===== config.mk =====
export PLATFORM = sky130hd
export DESIGN_NAME = pipe_fetch
export DESIGN_NICKNAME = d
export VERILOG_FILES = /design/src/rtl/pipe_fetch.sv
export SDC_FILE = /design/constraint.sdc
export NUM_CORES = 1
export LEC_CHECK = 0
export ABC_AREA = 1
export CORE_MARGIN = 10
export CORE_UTILIZATION = 46
export CTS_CLUSTER_DIAMETER = 80
export DETAILED_ROUTE_END_ITERATION = 7
export PLACE_DENSITY = 0.88
export SYNTH_ARGS = -nofsm -noshare
export SYNTH_HDL_FRONTEND = slang
export SYNTH_SLANG_ARGS = --single-unit

===== constraint.sdc =====
create_clock -name clk -period 6.2 [get_ports clk]
set_input_delay 1.86 -clock clk [delete_from_list [all_inputs] [get_ports clk]]
set_output_delay 1.86 -clock clk [all_outputs]
set_load 0.01 [all_outputs]

===== src/rtl/pipe_fetch.sv =====
// -----------------------------------------------------------------------------
// pipe_fetch -- fetch stage and decode-stage pipeline register of a Y86-64
// style pipelined processor.
//
// Each cycle the fetch PC (f_pc) is chosen with redirects taking precedence
// over the predicted PC. The instruction bytes at f_pc are split into fields,
// the instruction length and fall-through PC are computed, a status code is
// assigned, and the next PC is predicted: jumps and calls predict their
// target, everything else predicts the fall-through.
//
// Parameters
//   ADDR_W     PC/address width (valC, valP, PCs)
//   RESET_PC   predicted PC after reset
//   IMEM_SIZE  instruction memory size in bytes (fetches past it fault)
//
// Ports
//   clk, reset            clock; synchronous active-high reset
//   F_stall               hold f_predPC (overridden by a redirect)
//   D_stall, D_bubble     hold / squash the decode register (hold wins)
//   mispredict, mis_pc    redirect for a wrongly taken conditional jump
//   ret_done, ret_pc      redirect to a return address from write-back
//   imem_addr             current fetch PC
//   imem_bytes, imem_err  bytes pc..pc+9 (byte 0 in [7:0]) and memory fault
//   D_stat .. D_valP      decode-stage register
//   f_predPC              predicted-PC register
//   halted                fetch frozen after a non-AOK status reached decode
// -----------------------------------------------------------------------------
module pipe_fetch #(
  parameter int                ADDR_W    = 64,
  parameter logic [ADDR_W-1:0] RESET_PC  = '0,
  parameter int                IMEM_SIZE = 1024
) (
  input  logic              clk,
  input  logic              reset,
  input  logic              F_stall,
  input  logic              D_stall,
  input  logic              D_bubble,
  input  logic              mispredict,
  input  logic [ADDR_W-1:0] mis_pc,
  input  logic              ret_done,
  input  logic [ADDR_W-1:0] ret_pc,
  output logic [ADDR_W-1:0] imem_addr,
  input  logic [79:0]       imem_bytes,
  input  logic              imem_err,
  output logic [2:0]        D_stat,
  output logic [3:0]        D_icode,
  output logic [3:0]        D_ifun,
  output logic [3:0]        D_rA,
  output logic [3:0]        D_rB,
  output logic [ADDR_W-1:0] D_valC,
  output logic [ADDR_W-1:0] D_valP,
  output logic [ADDR_W-1:0] f_predPC,
  output logic              halted
);

  typedef enum logic [2:0] {
    STAT_AOK = 3'd1,
    STAT_HLT = 3'd2,
    STAT_ADR = 3'd3,
    STAT_INS = 3'd4
  } stat_e;

  localparam logic [3:0] ICODE_HALT = 4'h0;
  localparam logic [3:0] ICODE_NOP  = 4'h1;
  localparam logic [3:0] ICODE_JXX  = 4'h7;
  localparam logic [3:0] ICODE_CALL = 4'h8;
  localparam logic [3:0] REG_NONE   = 4'hF;

  logic [ADDR_W-1:0] f_pc;
  logic [3:0]        f_icode, f_ifun, f_rA, f_rB;
  logic              need_regids, need_valC, instr_valid;
  logic [3:0]        f_len;
  logic [63:0]       const_raw;
  logic [ADDR_W-1:0] f_valC, f_valP, pred_next;
  logic [ADDR_W:0]   end_addr;
  stat_e             f_stat;
  logic              bubble_sel, load_fetch, load_pred;

  // Fetch PC: a mispredict squashes everything younger, including a return.
  always_comb begin
    // NOTE: every signal written in an always_comb gets a default first, so no
    // path through the block can leave it unassigned and infer a latch.
    f_pc = f_predPC;
    if (mispredict)    f_pc = mis_pc;
    else if (ret_done) f_pc = ret_pc;
  end

  assign imem_addr = f_pc;

  // Field split and instruction length. Invalid opcodes have neither a
  // register byte nor a constant, so they occupy one byte.
  always_comb begin
    f_icode     = imem_bytes[7:4];
    f_ifun      = imem_bytes[3:0];
    need_regids = 1'b0;
    need_valC   = 1'b0;
    instr_valid = 1'b1;
    case (f_icode)
      4'h0, 4'h1, 4'h9:       ;
      4'h2, 4'h6, 4'hA, 4'hB: need_regids = 1'b1;
      4'h7, 4'h8:             need_valC   = 1'b1;
      4'h3, 4'h4, 4'h5: begin
        need_regids = 1'b1;
        need_valC   = 1'b1;
      end
      default:                instr_valid = 1'b0;
    endcase

    f_len = 4'd1 + (need_regids ? 4'd1 : 4'd0) + (need_valC ? 4'd8 : 4'd0);

    f_rA      = need_regids ? imem_bytes[15:12] : REG_NONE;
    f_rB      = need_regids ? imem_bytes[11:8]  : REG_NONE;
    const_raw = need_regids ? imem_bytes[79:16] : imem_bytes[71:8];
    f_valC    = need_valC ? ADDR_W'(const_raw) : '0;
    f_valP    = f_pc + ADDR_W'(f_len);

    // The bounds check uses one extra bit so a PC near the top of the address
    // space cannot wrap around and look in-range.
    end_addr  = {1'b0, f_pc} + (ADDR_W + 1)'(f_len);

    if (imem_err || end_addr > (ADDR_W + 1)'(IMEM_SIZE)) f_stat = STAT_ADR;
    else if (!instr_valid)                             f_stat = STAT_INS;
    else if (f_icode == ICODE_HALT)                    f_stat = STAT_HLT;
    else                                               f_stat = STAT_AOK;

    pred_next = (f_icode == ICODE_JXX || f_icode == ICODE_CALL) ? f_valC : f_valP;
  end

  // While halted, decode is fed bubbles; a mispredict lets the redirected
  // fetch through because the faulting instruction was on the wrong path.
  assign bubble_sel = D_bubble || (halted && !mispredict);
  assign load_fetch = !D_stall && !bubble_sel;
  assign load_pred  = mispredict || ret_done || (!F_stall && !halted);

  always_ff @(posedge clk) begin
    // NOTE: state is updated with non-blocking assignments so every register
    // samples values from before the edge, independent of statement order.
    if (reset) begin
      f_predPC <= RESET_PC;
      halted   <= 1'b0;
      D_stat   <= STAT_AOK;
      D_icode  <= ICODE_NOP;
      D_ifun   <= 4'h0;
      D_rA     <= REG_NONE;
      D_rB     <= REG_NONE;
      D_valC   <= '0;
      D_valP   <= '0;
    end else begin
      if (load_pred) f_predPC <= pred_next;

      // A faulting instruction reaching decode freezes fetch, even on the
      // cycle of a redirect, since that fault is on the corrected path.
      if (load_fetch && f_stat != STAT_AOK) halted <= 1'b1;
      else if (mispredict)                  halted <= 1'b0;

      if (!D_stall) begin
        if (bubble_sel) begin
          D_stat  <= STAT_AOK;
          D_icode <= ICODE_NOP;
          D_ifun  <= 4'h0;
          D_rA    <= REG_NONE;
          D_rB    <= REG_NONE;
          D_valC  <= '0;
          D_valP  <= '0;
        end else begin
          D_stat  <= f_stat;
          D_icode <= f_icode;
          D_ifun  <= f_ifun;
          D_rA    <= f_rA;
          D_rB    <= f_rB;
          D_valC  <= f_valC;
          D_valP  <= f_valP;
        end
      end
    end
  end

endmodule


==> impl_metrics.csv <==
group,metric,value,unit
run_status,status,"finished, final reports clean",
layout,finalNonFillerCells,3138,
die,die_w,192,um
layout,final_layout_size_suffix_gt1_share,8.26,%
grt,antenna_found_initial,6,
grt,grtUsageTotal,39.0,%
routing,via_per_inst,5.84,
placement,hpwl,60800,um
synthesis,yosysSeqAreaShare,31.2,%
synthesis,synth.top_cell.area_share,31.2,%
pwr,total_power,0.00434,W
synthesis,yosys-top-cells-count,"1014 x nand2_1, 216 x a21oi_1, 212 x dfxtp_1, 160 x nor2_1, 139 x nand3_1",
pwr,p_switching,0.00145,W
clocking,post_cts_resized,0,
placement,dp_cells,3089,
setup_path,end_kind,"primary output",
setup_path,critPathRequiredTime,4340,ps
routing,wl,76200,um
pwr,combPwrFrac,29.0,%
synthesis,syn_area,0.0136,mm^2
sta,finClkSkew,23.3,ps
setup_path,worstSetupStartpointType,"primary input",
synthesis,synthArstFlopShare,0,%
synthesis,synth_flop_cell,"dfxtp_1",
run,max_cap_violations,0,
pwr,p_int,0.00289,W
sta,setup_violations,0,
clocking,numCtsBuffers,25,
clocking,clkLatencyLatePin,550,ps
pwr,p_per_area,221,mW/mm^2
clocking,htree_levels,1,
synthesis,yosysWarnings,0,
layout,syn2layout_area_growth,44.2,%
synthesis,yosys.area.top_type,"dfxtp_1",
routing,vias,18300,
synthesis,avgSynthCellArea,5.93,um^2
setup_path,crit_type,"primary input to primary output",
synthesis,synth_cells,2298,
clocking,clockRootBuffer,"clkbuf_16",
synthesis,ys_seq_elements,212,
routing,wire_per_inst,24.3,um
placement,gp_congestion,1.13,
hold_path,hp-class,"flop to flop",
layout,fin_util,67.9,%
grt,grt_pass1_vias,17300,
clocking,tritoncts,"done",
sta,fin_crit_sh,95.0,%
pwr,peakVddDrop,197,uV
pwr,switching_share,33.3,%
clocking,clkSinkCount,212,
pwr,power_leakage,8.02,nW
die,core,0.0289,mm^2
routing,drc,0,
sta,final_max_slew_viol_count,0,
sta,tightestPinTransition,933,ps
sta,setup_tns,0,ps
pwr,p_seq_share,34.6,%
setup_path,critPathMaxFanout,27,
setup_path,cp_data_arrival_time,4030,ps
die,initial_utilization,47.1,%
synthesis,synth.distinct_cells,43,
pwr,clkPwrFrac,36.4,%
die,die_height,192,um
grt,grt_pass1_wl,109000,um
routing,firstDrtPassIters,6,
placement,port_buffers,491,
synthesis,syn-num-nets,2518,
sta,fin_hold_ws,464,ps
clocking,postCtsSetupRepairBufs,0,
die,dieArea,0.0369,mm^2
die,rows,62,
synthesis,synth_area_leaders,"dfxtp_1 31%, nand2_1 28%, a21oi_1 7.9%",
sta,rsz0062_at_grt,"no",
clocking,clk_pin_slew,60,ps
routing,ant_nets,0,
synthesis,synth_edf_count,0,
clocking,clk_path_buf_depth,3,
sta,hold_viol,0,
layout,fin_nets,2952,
clocking,cts_hold_buf,0,
routing,drt-initial-drc-count,2532,
synthesis,synth.most_common_cell,"nand2_1",
grt,grt_max_degree,82,
sta,max_slew_margin,37.8,%
grt,gr-total-overflow,0,
die,io_pins,492,
sta,fmax,170,MHz
sta,fin_crit,5890,ps
[layout make-up]
type,instances,area [um^2]
timing repair buffer,531,5270
antenna,5,12.5
fill,2574,9290
clock buffer,32,692
tap,384,480
sequential,212,4240
clock inverter,12,183
multi-input combinational,1836,8290
inverter,126,475
[registers in the layout (all words and copies together) (netlist names)]
register,flops
D_icode,4
D_ifun,4
D_rA,4
D_rB,4
D_stat,3
D_valC,64
D_valP,64
f_predPC,64
halted,1
[cell families after synthesis]
group / Yosys count / synth area share (%)
XOR/XNOR: 14 / 0.900
flip-flops: 212 / 31.2
adder cells (fa/ha/maj): 4 / 0.422
AND/OR/NAND/NOR: 1459 / 44.7
AO/OA/AOI/OAI: 359 / 14.7
buffers and inverters: 250 / 8.17
[layout by cell type, fill, tap and decap left out, types with 4 or more instances in the layout]
cell type / n
nand2_1: 1014
clkdlybuf4s50_1: 488
a21oi_1: 216
dfxtp_1: 212
nor2_1: 159
nand3_1: 139
inv_1: 102
o211ai_1: 48
o21ai_0: 43
nor2_2: 37
buf_4: 36
or2_2: 32
nand2_2: 26
clkbuf_16: 25
inv_2: 22
o21ai_1: 20
nand4_1: 18
xor2_1: 13
o21bai_1: 12
nor2_4: 9
o22ai_1: 9
nand3_2: 8
nor3_1: 6
diode_2: 5
buf_12: 5
clkbuf_8: 4
bufinv_16: 4
[per-stage QoR]
step	worst slack [ps]	instance area, um^2
2_1_floorplan	907	13600
3_3_place_gp	275	18800
3_5_place_dp	167	18800
4_1_cts	383	19600
5_1_grt	217	19600
6_report	309	19600
[critical path: stages]
cell,delay (ps)
clkdlybuf4s50_1,500
inv_4,350
buf_4,240
nand3_1,80
o21ai_1,270
inv_1,180
clkdlybuf4s50_1,520
[metal layers]
layer	global-route usage (%)	part of all wire, %	up-vias
met5	0	0	-
met4	20.6	6.0	0
met3	11.8	14	260
met2	61.0	44	1408
met1	47.4	36	8423
li1	-	-	8229
[worst paths after layout]
kind / from / end / slack, ps / depth (start not counted)
worst max register to register: f_predPC[1] / halted / 2300 / 21
worst min-delay path: D_valP[47] / D_valP[47] / 460 / 2
worst max-delay path: mispredict / imem_addr[50] / 310 / 7
worst min register to register: D_valP[47] / D_valP[47] / 460 / 2
[power by group through the flow]
| stage | registers, W | logic (W) | clock network [W] |
|---|---|---|---|
| 6_report | 0.00150 | 0.00126 | 0.00158 |
| 5_1_grt | 0.00151 | 0.00132 | 0.00163 |
| 4_1_cts | 0.00150 | 0.00122 | 0.00158 |
| 3_5_place_dp | 0.00153 | 0.00121 | 0 |
| 3_3_place_gp | 0.00152 | 0.00121 | 0 |
| 2_1_floorplan | 0.00154 | 0.000541 | 0 |
Power figures use the tool's default switching activity.
